<file path="config.mk">
export PLATFORM = sky130hd
export DESIGN_NAME = if_stage
export DESIGN_NICKNAME = d
export VERILOG_FILES = /design/src/rtl/if_stage.sv
export SDC_FILE = /design/constraint.sdc
export NUM_CORES = 2
export LEC_CHECK = 0
export CORE_MARGIN = 3
export CORE_UTILIZATION = 40
export DETAILED_ROUTE_END_ITERATION = 6
export PLACE_DENSITY = 0.53
export SKIP_CTS_REPAIR_TIMING = 1
export SYNTH_ARGS = -nofsm -noshare
export SYNTH_HDL_FRONTEND = slang
export SYNTH_SLANG_ARGS = --single-unit
</file>
<file path="constraint.sdc">
create_clock -name clk -period 5.1 [get_ports clk]
set_input_delay 0.765 -clock clk [delete_from_list [all_inputs] [get_ports clk]]
set_output_delay 0.765 -clock clk [all_outputs]
set_load 0.05 [all_outputs]
</file>
<file path="src/rtl/if_stage.sv">
// Instruction fetch stage: PC register, 64-line direct-mapped instruction cache
// and a single outstanding miss towards the memory controller.
module if_stage (
   input  logic        clk,
   input  logic        rst,
   input  logic        rdy,
   input  logic        jump_enable,
   input  logic [31:0] jump_target,
   input  logic [5:0]  stall_ctrler,
   input  logic        mem_done,
   input  logic [31:0] mem_inst,
   output logic        mem_req,
   output logic [31:0] mem_addr,
   output logic [31:0] if_pc,
   output logic [31:0] if_inst,
   output logic        stall_req
);

   typedef enum logic {IDLE = 1'b0, WAIT_MEM = 1'b1} state_t;

   state_t      state_q, state_d;
   logic [31:0] pc_q, pc_d;
   logic [63:0] valid_q, valid_d;
   logic        pend_q, pend_d;
   logic [31:0] pend_pc_q, pend_pc_d;
   logic        mem_req_q, mem_req_d;
   logic [31:0] mem_addr_q, mem_addr_d;

   logic [9:0]  tag_mem  [64];
   logic [31:0] data_mem [64];

   logic [5:0]  idx_s;
   logic [5:0]  fill_idx_s;
   logic        hit_s;
   logic        fill_s;
   logic        unused_s;

   assign idx_s      = pc_q[7:2];
   assign fill_idx_s = mem_addr_q[7:2];
   assign hit_s      = valid_q[idx_s] && (tag_mem[idx_s] == pc_q[17:8]);
   assign unused_s   = ^stall_ctrler[5:1];

   assign mem_req  = mem_req_q;
   assign mem_addr = mem_addr_q;
   assign if_pc    = (if_inst != 32'd0) ? pc_q : 32'd0;

   // Next-state, cache fill strobe and combinational fetch outputs.
   always_comb begin
      state_d    = state_q;
      pc_d       = pc_q;
      valid_d    = valid_q;
      pend_d     = pend_q;
      pend_pc_d  = pend_pc_q;
      mem_req_d  = mem_req_q;
      mem_addr_d = mem_addr_q;
      fill_s     = 1'b0;
      if_inst    = 32'd0;
      stall_req  = 1'b0;

      if (rst) begin
         fill_s = 1'b0;
      end else if (!rdy) begin
         stall_req = 1'b1;
      end else begin
         case (state_q)
            IDLE: begin
               if (jump_enable) begin
                  pc_d = jump_target;
               end else if (hit_s) begin
                  if_inst = data_mem[idx_s];
                  if (!stall_ctrler[0]) begin
                     pc_d = pc_q + 32'd4;
                  end else begin
                     pc_d = pc_q;
                  end
               end else begin
                  stall_req  = 1'b1;
                  mem_req_d  = 1'b1;
                  mem_addr_d = pc_q;
                  state_d    = WAIT_MEM;
               end
            end
            WAIT_MEM: begin
               stall_req = 1'b1;
               if (mem_done) begin
                  fill_s              = 1'b1;
                  valid_d[fill_idx_s] = 1'b1;
                  mem_req_d           = 1'b0;
                  state_d             = IDLE;
                  pend_d              = 1'b0;
                  // A redirect that arrived during the miss takes effect only after the fill.
                  if (jump_enable) begin
                     pc_d = jump_target;
                  end else if (pend_q) begin
                     pc_d = pend_pc_q;
                  end else begin
                     pc_d = pc_q;
                  end
               end else if (jump_enable) begin
                  pend_d    = 1'b1;
                  pend_pc_d = jump_target;
               end else begin
                  pend_d = pend_q;
               end
            end
            default: begin
               state_d = IDLE;
            end
         endcase
      end
   end

   // Control and PC registers with synchronous reset.
   always_ff @(posedge clk) begin
      if (rst) begin
         state_q    <= IDLE;
         pc_q       <= 32'd0;
         valid_q    <= 64'd0;
         pend_q     <= 1'b0;
         pend_pc_q  <= 32'd0;
         mem_req_q  <= 1'b0;
         mem_addr_q <= 32'd0;
      end else begin
         state_q    <= state_d;
         pc_q       <= pc_d;
         valid_q    <= valid_d;
         pend_q     <= pend_d;
         pend_pc_q  <= pend_pc_d;
         mem_req_q  <= mem_req_d;
         mem_addr_q <= mem_addr_d;
      end
   end

   // Cache tag/data arrays; only the valid bits carry reset state.
   always_ff @(posedge clk) begin
      if (fill_s) begin
         tag_mem[fill_idx_s]  <= mem_addr_q[17:8];
         data_mem[fill_idx_s] <= mem_inst;
      end
   end

endmodule

</file>
==> impl_metrics.toml <==
[power_and_ir_drop]
pwr_density_cell_mw_per_mm2 = 382.0
total_leakage_power_nw = 40.70
peakVddDrop_uv = 379.8

[sta]
relSlewSlack_pct = 20.50
max_freq_ghz = 0.1676
setup_viol = 65
finalCriticalPeriod_ps = 5966
finClkSkew_ps = 56.15
fin_tns_setup_ps = -47250
worst_pin_slew_ps = 1193
slew_viol_final = 0
rsz0062_at_grt = "true"
worst_slack_ps = -865.9
finalHoldViolCount = 0
fin_crit_sh_pct = 117.0

[logic_synthesis]
yosys-top-cells-count = "edfxtp_1, mux4_2, dfxtp_1, mux2i_1, clkbuf_1"
yosys.area.top_type = "edfxtp_1"
syn_nets = 5192
synth.distinct_cells = 66
synthFlopType = "edfxtp_1"
synthArstFlopShare_pct = 0
yosysWarnings = 0
synth_area_sq_mm = 0.1107
syn_inst = 5116
ys_seq_area_share_pct = 75.95
synth_edf_count = 2688
synthTopCellsByArea = "edfxtp_1, mux4_2, dfxtp_1"
yosysMostFrequentCell = "edfxtp_1"
ys_ff_latch = 2857
syn_avg_cell_area_sq_um = 21.64
synth_top_area_share_pct = 72.90

[final_layout]
fill_cells = 22320
post-route-util_pct = 48.12
multi_input_area_sq_mm = 0.02571
drive_above_1_share_pct = 32.83
final_area_sq_mm = 0.1321
nets = 5854
seqCellArea_sq_mm = 0.08413
area_delta_synth_final_pct = 19.32

[floorplan]
rows = 192
fp.dieW_microns = 532.1
dieHeight_microns = 532.1
ioPinCount = 173
start_util_pct = 40.33
fp.coreArea_sq_mm = 0.2746
dieArea_sq_mm = 0.2832

[detailed_routing]
detail_route.wl_per_cell_microns = 36.38
dr_total_vias = 57690
wirelength_mm = 353.2
drc_errors = 0
drt_pre_antenna_iters = 6
drtAntennaViolNets = 0
drtIter0Drc = 8062
viasPerCell = 5.941

[outcome]
failed_checks = "setup timing"
status = "finished, violations left"

[job]
drv_cap = 0

[placed_design]
place_area_sq_mm = 0.1203
pre_cts_ws_ps = -366.0
gp_congestion = 0.7928
io_buffers = 167
hpwl_mm = 181.4

[worst_setup_path]
crit_required_ps = 4340
critPathLaunchType = "flop"
crit_path_top_delay_cell = "or4_4"
arrival_ps = 5200
path_class = "flop to output pin"
critPathCaptureType = "output pin"
crit_fanout = 12
cpPeakStageDelay_ps = 590
crit_chain = "buf_12 > buf_4 > mux4_2 > a32oi_4 > nand4_1 > buf_4 > nor3_4 > buf_6 > xnor2_1 > a211oi_1 > buf_4 > nand3_1 > or4_4 > buf_12 > buf_12 > a211oi_4 > buf_4 > buf_12"

[clocking]
path_clk_slew_ps = 60
cts_made_buffers = 310
cts-htree-levels = 5
clkLatencyLatePin_ps = 890
clk_path_buf_depth = 4
cts.sinks = 2857
cts_tree = "yes"
ctsRootBufferMaster = "clkbuf_16"

[worst_hold_path]
hp-class = "primary input to flop"

[global_routing]
grt_usage_pct = 24.17
antenna_found_initial = 19
grt_first_pass_wirelength_mm = 476.3
grt_start_max_net_pins = 68
grt-ovfl-total = 0
grt_pass1_vias = 56690
==> state kept, by name, indices dropped and copies added, names as in the netlist, named ones only <==
register,cells
pc_q,32
tag_mem,640
data_mem,2048
state_q,1
pend_q,1
mem_addr,32
pend_pc_q,32
valid_q,64
mem_req,1
==> per-stage QoR <==
| step | instances | hold WS [ps] | power [W] |
|---|---|---|---|
| floorplan | 5116 | 426.7 | 0.02796 |
| global placement | 9043 | 441.2 | 0.02922 |
| detailed placement | 9043 | 447.1 | 0.02925 |
| CTS | 9589 | 355.7 | 0.05048 |
| global route | 9703 | 409.4 | 0.05196 |
| finish | 9709 | 430.6 | 0.05047 |
==> layout make-up <==
| class | count | area share, % |
|---|---|---|
| Clock inverter | 146 | 0.8372 |
| Antenna cell | 11 | 0.02083 |
| Tap cell | 3686 | 3.491 |
| Multi-Input combinational cell | 1872 | 19.46 |
| Sequential cell | 2857 | 63.68 |
| Clock buffer | 400 | 6.340 |
| Timing Repair Buffer | 665 | 5.962 |
| Inverter | 72 | 0.2121 |
==> layer usage <==
metal | part of all wire [%] | wire, microns | global-route usage, % | up-vias
li1 | - | - | - | 22800
met1 | 42 | 146800 | 34.71 | 31790
met2 | 48 | 169800 | 38.76 | 2584
met3 | 7.7 | 27090 | 3.843 | 504
met4 | 2.7 | 9439 | 6.097 | 4
met5 | 0.0096 | 34 | 0 | -
==> critical path, delay by kind of cell, from the launching register on <==
| kind | cells | cell delay [ps] |
|---|---|---|
| buffers and inverters | 9 | 1450 |
| and+or+nand+nor | 4 | 1060 |
| AOI/OAI and AO/OA | 3 | 800 |
| muxes | 1 | 520 |
| DFF | 1 | 430 |
| xor gates and xnor gates | 1 | 60 |
==> power breakdown <==
| part | internal [W] | leakage [nW] | switching [W] | total, W |
|---|---|---|---|---|
| logic | 0.00159 | 10.6 | 0.00179 | 0.00338 |
| registers | 0.0256 | 25.5 | 0.0000833 | 0.0257 |
| clock network | 0.0123 | 4.64 | 0.00912 | 0.0214 |
| total | 0.0395 | 40.7 | 0.0110 | 0.0505 |
==> kinds of logic after synthesis <==
| kind of cell | after synthesis | share of synthesized area (%) |
|---|---|---|
| simple gates | 556 | 2.467 |
| xor+xnor | 29 | 0.2294 |
| buf+inv | 387 | 1.658 |
| flops | 2857 | 75.95 |
| mux | 972 | 17.83 |
| fa+ha+maj | 1 | 0.01130 |
| compound gates | 314 | 1.849 |
==> layout by cell type (no fill, tap or decap), drive strengths merged, types with 17 or more instances in the layout <==
master,count
clkdlybuf4s50,68
nand2,142
mux4,799
nor2,153
mux2i,158
a22oi,38
edfxtp,2688
o22ai,77
a211oi,33
inv,74
buf,569
o21ai,34
nor2b,50
a21oi,70
nand4,18
clkbuf,428
and2,35
nand3,35
dfxtp,169
nor3,44
xor2,17
clkinv,127
==> worst paths after layout <==
path,startpoint,slack [ps],depth (start not counted),endpoint
min reg2reg,pend_pc_q[27]$_SDFFE_PP0P_,450,2,pend_pc_q[27]$_SDFFE_PP0P_
max reg2reg,flop,570,18,mem_addr[11]$_SDFFE_PP0P_
max,flop,-870,18,if_inst[25]
min,rst,430,2,mem_addr[9]$_SDFFE_PP0P_
Note: power is estimated with default switching activity, not from simulation.
